--- config.mk ---
export PLATFORM = sky130hd
export DESIGN_NAME = lift_request_scheduler_flat
export DESIGN_NICKNAME = d
export VERILOG_FILES = /design/src/rtl/lift_request_scheduler_if.sv /design/src/rtl/lift_request_scheduler.sv /design/src/flat_wrapper.sv
export SDC_FILE = /design/constraint.sdc
export NUM_CORES = 1
export LEC_CHECK = 0
export BUFFER_PORTS_ARGS = -buffer_cell sky130_fd_sc_hd__buf_2
export CORE_ASPECT_RATIO = 0.75
export CORE_MARGIN = 2
export CORE_UTILIZATION = 53
export CTS_CLUSTER_SIZE = 20
export DETAILED_ROUTE_END_ITERATION = 8
export GPL_TIMING_DRIVEN = 0
export PLACE_DENSITY = 0.79
export SYNTH_ARGS = -nofsm -noshare
export SYNTH_HDL_FRONTEND = slang
export SYNTH_SLANG_ARGS = --single-unit
export TNS_END_PERCENT = 50
--- constraint.sdc ---
create_clock -name clk -period 2.2 [get_ports clk]
set_clock_uncertainty 0.15 [all_clocks]
set_input_delay 0.22 -clock clk [delete_from_list [all_inputs] [get_ports clk]]
set_output_delay 0.22 -clock clk [all_outputs]
set_load 0.01 [all_outputs]
--- src/rtl/lift_request_scheduler_if.sv ---
// Command channel between the hall-call scheduler and the car controller.
// The car owns floor position; the scheduler only offers target floors.
interface lift_request_scheduler_if;
  logic       cmd_valid;
  logic [2:0] cmd_floor;
  logic       cmd_ready;
  logic       arrived;
  logic [2:0] cur_floor;

  modport master (
    output cmd_valid, cmd_floor,
    input  cmd_ready, arrived, cur_floor
  );

  modport slave (
    input  cmd_valid, cmd_floor,
    output cmd_ready, arrived, cur_floor
  );
endinterface

--- src/rtl/lift_request_scheduler.sv ---
// SCAN hall-call scheduler: latches floor requests, offers the next target to the
// car over a valid/ready channel, and holds the door for a fixed dwell on arrival.
module lift_request_scheduler #(
  parameter int unsigned NFLOORS     = 5,
  parameter int unsigned DOOR_CYCLES = 3
) (
  input  logic                     clk,
  input  logic                     rst,
  input  logic [NFLOORS-1:0]       req,
  lift_request_scheduler_if.master car,
  output logic                     door_open,
  output logic                     dir,
  output logic [NFLOORS-1:0]       pending,
  output logic                     busy
);

  typedef enum logic [1:0] {IDLE, ISSUE, TRAVEL, DOOR} state_t;

  localparam int unsigned CW = (DOOR_CYCLES > 1) ? $clog2(DOOR_CYCLES) : 1;

  state_t             state, state_n;
  logic [CW-1:0]      cnt, cnt_n;
  logic [NFLOORS-1:0] pend_n;
  logic               dir_n;
  logic               cmd_valid_q, cmd_valid_n;
  logic [2:0]         cmd_floor_q, cmd_floor_n;

  logic               cur_ok;
  logic [NFLOORS-1:0] cur_mask;
  logic               up_found, dn_found;
  logic [2:0]         up_floor, dn_floor;

  // Nearest pending floor on each side of the car; an out-of-range cur_floor
  // yields an empty cur_mask so it never matches a request.
  always_comb begin
    cur_ok   = 32'(car.cur_floor) < NFLOORS;
    cur_mask = '0;
    up_found = 1'b0;
    dn_found = 1'b0;
    up_floor = '0;
    dn_floor = '0;
    for (int unsigned i = 0; i < NFLOORS; i++) begin
      if (i == 32'(car.cur_floor)) cur_mask[i] = 1'b1;
      if (pending[i] && (i > 32'(car.cur_floor)) && !up_found) begin
        up_found = 1'b1;
        up_floor = 3'(i);
      end
      if (pending[i] && (i < 32'(car.cur_floor))) begin
        dn_found = 1'b1;
        dn_floor = 3'(i);
      end
    end
  end

  always_comb begin
    state_n     = state;
    cnt_n       = cnt;
    dir_n       = dir;
    cmd_valid_n = cmd_valid_q;
    cmd_floor_n = cmd_floor_q;
    pend_n      = pending | req;
    unique case (state)
      IDLE: begin
        if (|(pending & cur_mask)) begin
          state_n = DOOR;
          cnt_n   = CW'(DOOR_CYCLES - 1);
        end else if ((|pending) && cur_ok) begin
          state_n     = ISSUE;
          cmd_valid_n = 1'b1;
          // Keep direction while requests remain ahead; otherwise reverse.
          if (!dir) begin
            if (up_found) cmd_floor_n = up_floor;
            else begin
              cmd_floor_n = dn_floor;
              dir_n       = 1'b1;
            end
          end else begin
            if (dn_found) cmd_floor_n = dn_floor;
            else begin
              cmd_floor_n = up_floor;
              dir_n       = 1'b0;
            end
          end
        end
      end
      ISSUE: begin
        if (car.cmd_ready) begin
          cmd_valid_n = 1'b0;
          state_n     = TRAVEL;
        end
      end
      TRAVEL: begin
        if (car.arrived && (car.cur_floor == cmd_floor_q)) begin
          state_n = DOOR;
          cnt_n   = CW'(DOOR_CYCLES - 1);
        end
      end
      DOOR: begin
        pend_n = (pending | req) & ~cur_mask;
        if (cnt == '0) state_n = IDLE;
        else           cnt_n   = cnt - CW'(1);
      end
      default: state_n = IDLE;
    endcase
  end

  always_ff @(posedge clk) begin
    if (rst) begin
      state       <= IDLE;
      cnt         <= '0;
      pending     <= '0;
      dir         <= 1'b0;
      cmd_valid_q <= 1'b0;
      cmd_floor_q <= '0;
    end else begin
      state       <= state_n;
      cnt         <= cnt_n;
      pending     <= pend_n;
      dir         <= dir_n;
      cmd_valid_q <= cmd_valid_n;
      cmd_floor_q <= cmd_floor_n;
    end
  end

  assign car.cmd_valid = cmd_valid_q;
  assign car.cmd_floor = cmd_floor_q;
  assign door_open     = (state == DOOR);
  assign busy          = (state != IDLE);

endmodule

--- src/flat_wrapper.sv ---
// flat-port wrapper written by rule: the top's interface ports become plain ports
module lift_request_scheduler_flat 
#(
  parameter int unsigned NFLOORS     = 5,
  parameter int unsigned DOOR_CYCLES = 3
)
  (clk, rst, req, door_open, dir, pending, busy, car_cmd_valid, car_cmd_floor, car_cmd_ready, car_arrived, car_cur_floor);
  lift_request_scheduler_if car_i ();
  input  logic clk;
  input  logic rst;
  input  logic [NFLOORS-1:0] req;
  output logic door_open;
  output logic dir;
  output logic [NFLOORS-1:0] pending;
  output logic busy;
  output wire logic [$bits(car_i.cmd_valid)-1:0] car_cmd_valid;
  output wire logic [$bits(car_i.cmd_floor)-1:0] car_cmd_floor;
  input wire logic [$bits(car_i.cmd_ready)-1:0] car_cmd_ready;
  input wire logic [$bits(car_i.arrived)-1:0] car_arrived;
  input wire logic [$bits(car_i.cur_floor)-1:0] car_cur_floor;
  assign car_cmd_valid = car_i.cmd_valid;
  assign car_cmd_floor = car_i.cmd_floor;
  assign car_i.cmd_ready = car_cmd_ready;
  assign car_i.arrived = car_arrived;
  assign car_i.cur_floor = car_cur_floor;
  lift_request_scheduler #(.NFLOORS(NFLOORS), .DOOR_CYCLES(DOOR_CYCLES)) u_core (.clk(clk), .rst(rst), .req(req), .car(car_i), .door_open(door_open), .dir(dir), .pending(pending), .busy(busy));
endmodule
**Yosys cells after proc, flatten, opt, wreduce, memory -nomap -nowiden**

Index checks and enable logic that the tools add are counted.
Widths: inputs -> output; s select.

- Bits in registers: 14
- Bits of input ports: 12
- Output and inout bits: 12
- Logic and storage cells: 110

- $add $sub $neg: 1
- $lt $le $gt $ge: 10
- Equality and inequality tests: 16
- Mux-type cells: 43
- Bitwise operators: 5
- Reduce and logical (&&, ||, !) cells: 29

Operator list:

| operator | number |
|---|---|
| $mux 2 | 12 |
| $mux 1 | 22 |
| $mux 3 | 5 |
| $logic_and 1x1->1 | 14 |
| $reduce_and 4->1 | 3 |
| $and 5x5->5 | 2 |
| $reduce_or 5->1 | 2 |
| $ne 2x1->1 const B | 4 |
| $pmux 2 s4 | 1 |
| $eq 2x3->1 const A | 2 |
| $gt 2x3->1 const A | 2 |
| $lt 1x3->1 const A | 2 |
| $lt 2x3->1 const A | 2 |
| $ne 2x2->1 const B | 3 |
| $pmux 2 s3 | 1 |
| $mux 5 | 1 |
| $not 5->5 | 1 |
| $or 5x5->5 | 1 |
| $eq 2x2->1 const B | 2 |
| $logic_not 2->1 | 2 |
| $reduce_bool 2->1 | 2 |
| $eq 1x3->1 const A | 1 |
| $eq 3x3->1 | 1 |
| $eq 3x3->1 const A | 1 |
| 13 further kinds | 15 |

**Logic depth before layout (Yosys ltp)**

- Word-level depth: 14
- Mapped depth: 7
- Depth with buffers taken out: 7

**Worst setup path after synthesis**

Ideal clock, no wire load.

- Kind: reg2reg
- Start point: register u_core.pending[3]
- End point: register u_core.cmd_valid_q (netlist: u_core.car.cmd_valid)
- Setup time: 103 ps
- Arrival time: 1,770 ps
- Data required time: 1,947 ps
- Path slack: 176 ps
- Cell stages (with the launch flop): 7
- Path buffers: 1
- Clock period less this slack: 2,024 ps
- Path through: dfxtp_1 clkbuf_1 mux2_4 a221oi_4 nor3b_4 nor2_1 a2111oi_2

- Word-level cells in the longest chain between the ends: 4
- Elaborated cells on any way between the ends: 7
- Those cells by class: eq/ne (2); bitwise (1); reduce/logical (4)

RTL lines:

| what | RTL line | RTL |
|---|---|---|
| start, declared | lift_request_scheduler.sv:13 | `output logic [NFLOORS-1:0] pending,` |
| start signal, assigned | lift_request_scheduler.sv:118 | `pending <= pend_n;` |
| $and 5x5->5 or $reduce_or 5->1 (tied branches) | lift_request_scheduler.sv:64, lift_request_scheduler.sv:67 |  |
| $reduce_or 5->1 or $logic_and 1x1->1 (tied branches) | lift_request_scheduler.sv:64, lift_request_scheduler.sv:67 |  |
| $ne 2x2->1 (no line) or $ne 2x1->1 (tied branches) | - |  |
| $reduce_and 4->1 (no line) * | - |  |
| end signal, assigned | lift_request_scheduler.sv:120 | `cmd_valid_q <= cmd_valid_n;` |
| end, declared | lift_request_scheduler.sv:25 | `logic cmd_valid_q, cmd_valid_n;` |

Every way passes the cells marked *; elsewhere a longest branch is shown, timed or not.
A chain may end at the register's enable or synchronous reset.

**Final worst setup path**

- Start point: register u_core.pending[1]
- End point: register u_core.cmd_valid_q (netlist: u_core.car.cmd_valid)

Same word-level chain as after synthesis.

==> run metrics <==
status finished clean; CTS buffer count 3; Least-Margin Pin Slew 509 ps; share of layout cells above drive strength 1 25.3%; clk_lat worst skew 270 ps; clock slew at reported path FFs 80 ps; H-tree Lvls 1; crit path DAT 2110 ps; wirelength, routed 2.64 mm; dominant cell type by area after synthesis dfxtp_1; hold slack 47.0 ps; antenna cell count 0; synthesis-to-finish area growth 17.7%; initial antenna violation count 0; Peak Freq 478 MHz; Pleak 0.534 nW; Die Ht 42.5 um; FILL cells 164; die area 0.00235 mm^2; EDFF count, synth 0; initial DRC count 72; unrepaired setup endpoints after global routing no; Final #Nets 174; Synth Flop Type dfxtp_1; hpwl dp 1.99 mm; Post-synth ARST share 0%; P per Cell Area 829 mW/mm^2; dpl ws -41.9 ps; Worst Setup Slack, final 107 ps; final worst path period need 2090 ps; Synthesized Nets 146; Crit Path Max Fanout 10; largest net degree at the start of global routing 11; CTS tree built; drt first pass iters 4; Root Buffer clkbuf_4; synthesized cell area 0.00105 mm^2; post-synthesis sequential area ratio 26.8%; period utilization 95.1%; Worst VDD drop 652 uV; vias per cell 5.98; syn avg cell area 8.18 um^2; IO Count 24; Setup Viol. Count Final 0; synth top area cells dfxtp_1 (27%), ha_1 (7.2%), nor2_1 (6.8%), a311oi_1 (5.9%), inv_1 (4.7%); vias in the first global route 952; top cell type's share of synthesized area 26.8%; Pins Over Slew Limit 0; critical path class register to register; Total GRT Usage 22.6%; Final Hold Fails 0; synth warn 0; Yosys cell types 39; Worst Path Required 2220 ps; Routed WL per cell 15.0 um; DRC viols 0; FF+latch count, synth 14; core outline area 0.00179 mm^2; antenna-violating nets left 0; vias post-DR 1052; first-pass GRT wire length 4.21 mm; GP Congestion 0.867; CTS max path bufs 2; Max-Cap Viols 0; cells after synthesis 128; Crit. End Element register; Slew headroom 65.9%; die width 55.3 um; hold crit path type primary input to register; CP startpoint kind register; gr ovfl total 0; Port-buffer cells 21; clk sink count 14; Starting Density 58.5%; Site Rows 13
## metrics by stage
stage / cell area [um^2] / total power [mW] / utilization [%] / TNS [ps] / std cells
4_1_cts: 1220 / 1.02 / 68.5 / 0 / 177
6_report: 1230 / 1.02 / 68.9 / 0 / 176
2_1_floorplan: 1050 / 0.718 / - / 0 / 128
3_5_place_dp: 1180 / 0.850 / 65.9 / -41.9 / 171
3_3_place_gp: 1180 / 0.826 / 65.9 / 0 / 171
5_1_grt: 1230 / 1.10 / 68.9 / 0 / 176
## cell type report
type | instances | area (um^2) | area share [%]
Buffer | 7 | 35.0 | 2.84
Clock buffer | 3 | 22.5 | 1.83
Inverter | 13 | 48.8 | 3.96
Multi-Input combinational cell | 93 | 691 | 56.0
Sequential cell | 14 | 280 | 22.7
Tap cell | 22 | 27.5 | 2.23
Timing Repair Buffer | 24 | 128 | 10.4
## sequential cells by signal, summed over array words and instances (netlist names)
register              flops
u_core.pending            5
u_core.car.cmd_floor      3
u_core.cnt                2
u_core.state              2
u_core.car.cmd_valid      1
u_core.dir                1
## layout by cell type (no fill, tap or decap), types with 3 or more instances in the layout
master	n
a211oi_1	5
a21oi_1	5
a311oi_1	7
buf_2	22
buf_4	3
clkbuf_1	5
clkbuf_4	3
dfxtp_1	14
ha_1	6
inv_1	13
nand3_1	6
nor2_1	19
nor3_1	4
nor4_1	3
o21ai_0	6
xnor2_1	3
## cells by family after synthesis
family          Yosys count  synth area share [%]
xor+xnor                  3                  2.51
buf+inv                  21                  8.36
flops                    14                  26.8
mux                       4                  4.78
fa+ha+maj                 6                  7.17
simple gates             41                  20.3
compound gates           39                  30.1
## layer usage
layer	up-vias	track usage [%]	wire length, um
met3	4	7.10	226
li1	526	-	-
met4	0	6.34	23
met1	475	28.7	1170
met5	-	0	0
met2	47	37.1	1220
## repair_timing
item	in CTS	in global routing
gates cloned	0	0
hold buffers	0	0
buffers inserted	3	0
hold endpoints to repair	0	0
pin swaps	0	1
gates resized for setup	0	2
endpoints found under the setup margin	2	2
## worst paths after layout
| check | start | endpoint | slack, ps | depth (start not counted) |
|---|---|---|---|---|
| setup reg to reg | u_core.pending[1] | u_core.car.cmd_valid | 110 | 7 |
| hold / removal | rst | u_core.pending[3] | 50 | 2 |
| setup / recovery | u_core.pending[1] | u_core.car.cmd_valid | 110 | 7 |
| hold reg to reg | u_core.car.cmd_valid | u_core.car.cmd_valid | 340 | 2 |
## critical path, cell delays in order (launching register included)
cell and delay, ps:
dfxtp_1 310, buf_2 170, mux2_4 300, a221oi_4 320
nor3b_4 250, buf_4 160, nor2_1 50, a2111oi_2 280
## cell usage after synthesis (all sizes together), types with 2 or more instances
| cell type | number |
|---|---|
| a211oi | 5 |
| nor4 | 3 |
| a311oi | 7 |
| o22ai | 2 |
| mux2i | 2 |
| o21ai | 6 |
| buf | 2 |
| nor2 | 19 |
| a21oi | 5 |
| inv | 13 |
| nor3b | 2 |
| dfxtp | 14 |
| nand2 | 2 |
| nor2b | 2 |
| ha | 6 |
| nor3 | 4 |
| mux2 | 2 |
| a21o | 2 |
| xnor2 | 3 |
| clkbuf | 6 |
| a2111oi | 2 |
| nand3 | 6 |
## power breakdown
| group | total, mW | internal [mW] | switching [mW] |
|---|---|---|---|
| Sequential | 0.369 | 0.309 | 0.0600 |
| Combinational | 0.513 | 0.230 | 0.283 |
| Clock | 0.139 | 0.0634 | 0.0761 |
| Total | 1.02 | 0.603 | 0.419 |
(Power assumes the default switching activity.)
